==> config.mk <==
export PLATFORM = sky130hd
export DESIGN_NAME = stream_fifo_param
export DESIGN_NICKNAME = d
export VERILOG_FILES = /design/src/rtl/stream_fifo_pkg.sv /design/src/rtl/stream_fifo_mem.sv /design/src/rtl/stream_fifo_param.sv
export SDC_FILE = /design/constraint.sdc
export NUM_CORES = 2
export LEC_CHECK = 0
export ABC_AREA = 1
export CORE_MARGIN = 4
export CORE_UTILIZATION = 50
export CTS_CLUSTER_DIAMETER = 50
export DETAILED_ROUTE_END_ITERATION = 16
export GPL_ROUTABILITY_DRIVEN = 0
export PLACE_DENSITY_LB_ADDON = 0.1
export SYNTH_ARGS = -nofsm -noshare
export SYNTH_HDL_FRONTEND = slang
export SYNTH_HIERARCHICAL = 1
export SYNTH_SLANG_ARGS = --single-unit
==> constraint.sdc <==
create_clock -name ap_clk -period 3.67 [get_ports ap_clk]
set_input_delay 0.5505 -clock ap_clk [delete_from_list [all_inputs] [get_ports ap_clk]]
set_output_delay 0.5505 -clock ap_clk [all_outputs]
set_load 0.1 [all_outputs]
==> src/rtl/stream_fifo_pkg.sv <==
// Shared constants and helpers for the parameterised FWFT stream FIFO.
package stream_fifo_pkg;

  localparam int unsigned DEF_WIDTH = 8;
  localparam int unsigned DEF_DEPTH = 288;

  // Ceiling log2; clog2(1) == 0.
  function automatic int unsigned clog2(input int unsigned v);
    int unsigned r = 0;
    int unsigned p = 1;
    while (p < v) begin
      p = p << 1;
      r = r + 1;
    end
    return r;
  endfunction

  // Pointer increment that wraps at an arbitrary (non-power-of-two) depth.
  function automatic int unsigned wrap_inc(input int unsigned ptr, input int unsigned depth);
    return (ptr == depth - 1) ? 0 : ptr + 1;
  endfunction

endpackage

==> src/rtl/stream_fifo_mem.sv <==
// Simple dual-port storage: synchronous write, asynchronous read (distributed-RAM style).
module stream_fifo_mem
  import stream_fifo_pkg::*;
#(
  parameter int unsigned WIDTH = DEF_WIDTH,
  parameter int unsigned DEPTH = DEF_DEPTH,
  parameter int unsigned AW    = clog2(DEPTH)
)(
  input  logic             i_clk,
  input  logic             i_we,
  input  logic [AW-1:0]    i_waddr,
  input  logic [WIDTH-1:0] i_wdata,
  input  logic [AW-1:0]    i_raddr,
  output logic [WIDTH-1:0] o_rdata
);

  logic [WIDTH-1:0] r_mem [DEPTH];

  always_ff @(posedge i_clk) begin
    if (i_we) r_mem[i_waddr] <= i_wdata;
  end

  assign o_rdata = r_mem[i_raddr];

endmodule

==> src/rtl/stream_fifo_param.sv <==
// First-word-fall-through AXI-Stream FIFO with occupancy flags and optional high-water mark.
// High-water register is built only when STREAM_FIFO_MAXCOUNT_EN is defined.
module stream_fifo_param
  import stream_fifo_pkg::*;
#(
  parameter int unsigned WIDTH     = DEF_WIDTH,
  parameter int unsigned DEPTH     = DEF_DEPTH,
  parameter int          AF_THRESH = int'(DEPTH) - 16,
  parameter int          AE_THRESH = 16,
  localparam int unsigned CNT_W    = clog2(DEPTH + 1)
)(
  input  logic             ap_clk,
  input  logic             ap_rst,
  input  logic             maxcount_clr,
  output logic [CNT_W-1:0] count,
  output logic [CNT_W-1:0] maxcount,
  output logic             almost_full,
  output logic             almost_empty,
  input  logic [WIDTH-1:0] in0_V_TDATA,
  input  logic             in0_V_TVALID,
  output logic             in0_V_TREADY,
  output logic [WIDTH-1:0] out_V_TDATA,
  output logic             out_V_TVALID,
  input  logic             out_V_TREADY
);

  localparam int unsigned PTR_W = clog2(DEPTH);

  logic [CNT_W-1:0] r_count;
  logic [PTR_W-1:0] r_wr_ptr;
  logic [PTR_W-1:0] r_rd_ptr;
  logic             r_in_ready;
  logic             r_out_valid;
  logic [WIDTH-1:0] r_out_data;
  logic             r_af;
  logic             r_ae;

  logic             w_push;
  logic             w_pop;
  logic             w_ram_empty;
  logic             w_load;
  logic             w_load_ram;
  logic             w_bypass;
  logic             w_ram_we;
  logic [CNT_W-1:0] w_count_nxt;
  logic [WIDTH-1:0] w_ram_rdata;

  // r_count includes the presented word, so storage is empty when only the output register is full.
  assign w_push      = in0_V_TVALID && r_in_ready;
  assign w_pop       = r_out_valid && out_V_TREADY;
  assign w_ram_empty = (r_count == CNT_W'(r_out_valid));
  assign w_load      = !r_out_valid || w_pop;
  assign w_load_ram  = w_load && !w_ram_empty;
  assign w_bypass    = w_load && w_ram_empty && w_push;
  assign w_ram_we    = w_push && !w_bypass;
  assign w_count_nxt = r_count + CNT_W'(w_push) - CNT_W'(w_pop);

  stream_fifo_mem #(
    .WIDTH (WIDTH),
    .DEPTH (DEPTH),
    .AW    (PTR_W)
  ) u_mem (
    .i_clk   (ap_clk),
    .i_we    (w_ram_we),
    .i_waddr (r_wr_ptr),
    .i_wdata (in0_V_TDATA),
    .i_raddr (r_rd_ptr),
    .o_rdata (w_ram_rdata)
  );

  always_ff @(posedge ap_clk) begin
    if (ap_rst) begin
      r_count     <= '0;
      r_wr_ptr    <= '0;
      r_rd_ptr    <= '0;
      r_in_ready  <= 1'b0;
      r_out_valid <= 1'b0;
      r_out_data  <= '0;
      r_af        <= 1'b0;
      r_ae        <= 1'b1;
    end else begin
      r_count    <= w_count_nxt;
      r_in_ready <= (w_count_nxt < CNT_W'(DEPTH));
      r_af       <= (int'(32'(w_count_nxt)) >= AF_THRESH);
      r_ae       <= (int'(32'(w_count_nxt)) <= AE_THRESH);
      if (w_ram_we)   r_wr_ptr <= PTR_W'(wrap_inc(32'(r_wr_ptr), DEPTH));
      if (w_load_ram) r_rd_ptr <= PTR_W'(wrap_inc(32'(r_rd_ptr), DEPTH));
      // Output register refills from storage first, else straight from the input when storage is empty.
      if (w_load_ram) begin
        r_out_valid <= 1'b1;
        r_out_data  <= w_ram_rdata;
      end else if (w_bypass) begin
        r_out_valid <= 1'b1;
        r_out_data  <= in0_V_TDATA;
      end else if (w_load) begin
        r_out_valid <= 1'b0;
      end
    end
  end

`ifdef STREAM_FIFO_MAXCOUNT_EN
  logic [CNT_W-1:0] r_maxcount;

  always_ff @(posedge ap_clk) begin
    if (ap_rst) begin
      r_maxcount <= '0;
    end else if (maxcount_clr || (w_count_nxt > r_maxcount)) begin
      r_maxcount <= w_count_nxt;
    end
  end

  assign maxcount = r_maxcount;
`else
  logic w_unused_clr;
  assign w_unused_clr = maxcount_clr;
  assign maxcount     = '0;
`endif

  assign count        = r_count;
  assign almost_full  = r_af;
  assign almost_empty = r_ae;
  assign in0_V_TREADY = r_in_ready;
  assign out_V_TVALID = r_out_valid;
  assign out_V_TDATA  = r_out_data;

endmodule
Yosys cells after proc, flatten, opt, wreduce, memory -nomap -nowiden --
Memory sizes are Yosys's and may differ from the RTL's. A register that Yosys moved wholly into a read port is not among the register bits. Cells that the tools add are included.
Word-level totals: word-level logic and storage cells 42, bits of input ports 13, register bits 39, memories 1, output and inout bits 30, RAM bits 2304
Memories:
- u_mem.r_mem | words 288, width 8, read ports 1, clocked after Yosys merged registers in 1, write ports 1, line stream_fifo_mem.sv:17 | logic [WIDTH-1:0] r_mem [DEPTH];
Cells by class: reduce and logical (&&, ||, !) cells 12, add/sub/neg operators 4, eq/ne operators 3, order comparisons 3, multiplexer cells 11
Operator list (count):
- 2-to-1 mux 9 bit | 4
- adder 9 x 1 -> 9 bit (second input constant) | 2
- == test 9 bit (second input constant) | 2
- 2-to-1 mux 8 bit | 2
- adder 9 x 1 -> 9 bit | 1
- == test 9 x 1 -> 1 bit | 1
- >= comparator 9 bit (second input constant) | 1
- <= comparator 9 x 5 -> 1 bit (second input constant) | 1
- less-than comparator 9 bit (second input constant) | 1
- subtractor 9 x 1 -> 9 bit | 1
- logical AND 1 bit | 6
- 2-to-1 mux 1 bit | 5
- zero test 1 bit | 3
- nonzero test 3 bit | 1
- nonzero test 2 bit | 1
- logical OR 1 bit | 1

Depth between registers and ports, before layout --
depth in word-level cells 8, gate-level depth with buffers 21, mapped depth without buffers 17

By module --
The synthesis kept the hierarchy.
Modules (own cells, without submodules):
- stream_fifo_mem | times used 1, cells an instance 7821, sequential area each 69186.4 sq um, area an instance 93432.1 sq um
- stream_fifo_param | times used 1, cells an instance 376, sequential area each 780.7 sq um, area an instance 2432.3 sq um

Worst setup path after synthesis --
OpenSTA, ideal clock, no wires.
path kind register to register, start register r_count[6], in the netlist count[6], end memory u_mem/r_mem[100][0] in the netlist's numbering (enable), stages on the path, launching flop included 13, arrival 2.989 ns, path slack 0.310 ns, setup time 0.370 ns, clock period less this slack 3.360 ns, buffers on the path 1, required time 3.300 ns, path through dfxtp_1 inv_1 ha_1 nand3_1 nor3_2 nand2_1 nand2_1 inv_2 inv_1 nor3_1 nand2_1 clkbuf_1 nor2_1
On the way: cells in the longest elaborated chain, start to end 7
Ends and longest elaborated chain:
- from (decl) | line stream_fifo_param.sv:29 | logic [CNT_W-1:0] r_count;
- from (signal assigned) | line stream_fifo_param.sv:82 | r_count <= w_count_nxt;
- == test 9 x 1 -> 1 bit | line stream_fifo_param.sv:51 | assign w_ram_empty = (r_count == CNT_W'(r_out_valid));
- logical AND 1 bit (2 in series) | line stream_fifo_param.sv:54 | assign w_bypass = w_load && w_ram_empty && w_push;
- zero test 1 bit | line stream_fifo_param.sv:55 | assign w_ram_we = w_push && !w_bypass;
- logical AND 1 bit | line stream_fifo_param.sv:55
- net w_ram_we | line stream_fifo_param.sv:44 | logic w_ram_we;
- 2-to-1 mux 1 bit | line stream_fifo_mem.sv:20 | if (i_we) r_mem[i_waddr] <= i_wdata;
- 2-to-1 mux 1 bit (not written as such) | line stream_fifo_mem.sv:20
- to (decl) | line stream_fifo_mem.sv:17
The timed path passes the listed nets, and every way through them passes these cells.

==> results.md <==
- Outcome: finished, final reports clean
- P_leak: 0.0394 µW
- Dpl cells: 10.8k
- Pwr Density: 633 nW/µm²
- Leading area contributor after synthesis: edfxtp_1
- Detailed Place HPWL: 157 mm
- Met1 WL: 113 mm
- Hold slack: 0.0970 ns
- Fin cells: 11.2k
- Hold buffer count at cts: 0
- First-pass GRT wire length: 399 mm
- Max Fanout on Critical Path: 73
- Cells after synthesis: 8,197
- Place WS: 0.156 ns
- Post-synthesis cell type count: 41
- Clock latency on the worst-skew pair: 0.92 ns
- Synth top cells by count: nand2_1 (2,428), edfxtp_1 (2,304), nand3_1 (1,987)
- CP required: 4.50 ns
- DR vias: 64.4k
- Critical Path AT: 4.23 ns
- Routed len/inst: 23.9 µm
- Setup Viol. Count Final: 0
- GRT Overall Usage: 26.7%
- Synth-to-Final Area Change: 15.1%
- CTS tree: yes
- Setup TNS: 0 ns
- Met2 wire len: 126 mm
- Worst slew pin tran: 1.03 ns
- GRT Residual Overflow: 0
- Clk sink count: 2,343
- Layout Skew: 0.0360 ns
- Final worst path period share: 92.8%
- Mean Syn Cell Area: 11.7 µm²
- Final worst path period need: 3.41 ns
- Starting density of the core: 50.4%
- FF/Latch Area: 70,000 µm²
- Die footprint: 199,000 µm²
- Ys flop type: edfxtp_1
- Worst-path clk slew: 0.06 ns
- Multi-input logic area: 22,800 µm²
- Post-synth top area share: 72.2%
- CTS Buf Count: 275
- FILL cells: 15.6k
- Met3 wire length: 21.0 mm
- Final nets: 8,557
- Hold Path Class: in -> reg
- Antenna-violating nets left: 0
- Number of global-route vias before repair: 61.5k
- Top Layer Used: met4
- WL final: 268 mm
- # rows: 160
- Synth warn: 6
- Fmax achieved: 294 MHz
- Setup CP Type: reg -> reg
- Initial DRC Count: 6,645
- Core area: 190,000 µm²
- Max VDD drop: 0.539 mV
- Die Wd: 446 µm
- DRT Pass-1 Iters: 6
- H-Tree Depth: 5
- Area contributors post-synth: edfxtp_1 (72%), nand3_1 (10%), nand2_1 (9.5%)
- Via/cell ratio: 5.74
- Max-slew violations: 0
- Synthesized area: 95,900 µm²
- Synth Register Bits: 2,343
- Crit. End Element: flip-flop
- Ys async rst share: 0%
- Drt drc: 0
- Final Hold Viols: 0
- Die height: 446 µm
- Root Buffer: clkbuf_16
- Maximum clock path buffer count: 4
- Max_cap viols: 0
- Postcts setup bufs: 0
- Seq/Total Area, Yosys: 73.0%
- Post_cts resized: 0
- Largest net degree at the start of global routing: 170
- CP Launch Type: flip-flop
- I/O Pins: 43
- I/O Buffers: 32
- Initial antenna violation count: 4
- Post-synth EDFFs: 2,304
- Slew HR: 31.1%
- Most common cell in the netlist: nand2_1
- Layout cells sized above 1: 11.1%
- Fin worst setup slack: 0.264 ns
- Unrepaired setup endpoints after global routing: false
-- power breakdown --
part | switching (µW) | total, µW | leakage, µW | internal [µW]
logic | 10600 | 14900 | 0.0143 | 4230
registers | 146 | 29600 | 0.0210 | 29500
clock network | 10400 | 25400 | 0.00401 | 15000
total | 21100 | 69900 | 0.0394 | 48700
-- state kept, by name, summed over array words and instances (netlist names) --
signal and count:
u_mem/r_mem 2304, count 9, r_rd_ptr 9, r_wr_ptr 9, out_V_TDATA 8, almost_empty 1, almost_full 1, in0_V_TREADY 1
out_V_TVALID 1
-- final timing paths --
check                               startpoint             endpoint  slack (ns)  cells past startpoint
worst max-delay path               r_rd_ptr[0]       out_V_TDATA[5]        0.26                     18
worst min register to register  out_V_TDATA[0]       out_V_TDATA[0]        0.47                      2
worst max register to register     r_rd_ptr[0]       out_V_TDATA[5]        0.26                     18
worst min-delay path            in0_V_TDATA[5]  u_mem/r_mem[257][5]         0.1                      1
-- cell type report --
type / instances / share of cell area [%]
sequential: 2343 / 63.4
clock buffer: 335 / 6.64
multi-input combinational: 5213 / 20.7
inverter: 95 / 0.365
timing repair buffer: 601 / 5.16
antenna: 3 / 0.00681
clock inverter: 117 / 0.847
tap: 2511 / 2.85
-- kinds of logic (layout without fill, tap and decap cells) --
family | count (synthesis) | in the layout | synth area share [%]
xor gates and xnor gates | 8 | 8 | 0.0731
and+or+nand+nor | 4919 | 4919 | 21.9
adders and majority gates | 15 | 15 | 0.204
other | 1 | 12 | 0.00391
AOI/OAI and AO/OA | 262 | 262 | 1.53
buffers and inverters | 649 | 1148 | 3.27
DFF | 2343 | 2343 | 73.0
-- cells in the final DEF (no fill, tap or decap), types with 4 or more instances in the layout --
| cell | instances |
|---|---|
| clkbuf_16 | 285 |
| nand3_1 | 1987 |
| buf_8 | 8 |
| inv_8 | 4 |
| o21ai_1 | 37 |
| a21oi_1 | 26 |
| inv_1 | 86 |
| nand2_1 | 2413 |
| xor2_1 | 7 |
| nor3_1 | 10 |
| buf_4 | 484 |
| inv_2 | 4 |
| clkbuf_1 | 50 |
| buf_12 | 85 |
| o21ai_0 | 119 |
| nand2_2 | 19 |
| nor2_1 | 474 |
| ha_1 | 14 |
| clkinv_2 | 28 |
| inv_6 | 6 |
| conb_1 | 9 |
| edfxtp_1 | 2304 |
| clkinv_1 | 55 |
| bufinv_16 | 13 |
| dfxtp_1 | 34 |
| dfxtp_4 | 5 |
| o221ai_1 | 14 |
| clkdlybuf4s50_1 | 24 |
| o22ai_1 | 58 |
| nand4_1 | 10 |
| clkinvlp_4 | 10 |
-- critical path: stages, from the launching register on --
cell and delay [ns]:
dfxtp_4 0.49, buf_12 0.33, buf_12 0.35, nand2_1 0.09, nand3_1 0.10, nand3_1 0.12, nand3_1 0.12, nand3_1 0.18
nand2_1 0.17, nand2_1 0.06, nand2_1 0.26, nand2_1 0.09, nand3_1 0.12, nand3_1 0.23, nand2_1 0.21, nand2_1 0.08
nand2_1 0.07, nand2_1 0.05, a21oi_1 0.13
-- layer usage --
layer  track usage (%)  vias to the layer above
li1                  -                    29700
met1              38.4                    31800
met2              42.0                     2600
met3              4.58                      402
met4              8.35                        0
met5                 0                        -
-- stage by stage --
stage / instance area, µm² / util (%) / total power (µW)
finish: 110000 / 57.9 / 69900
global route: 110000 / 57.9 / 72900
CTS: 110000 / 57.9 / 70300
detailed placement: 102000 / 53.6 / 45000
global placement: 102000 / 53.6 / 44900
floorplan: 95900 / - / 39700
No activity file was read; power rests on OpenSTA's default activity.
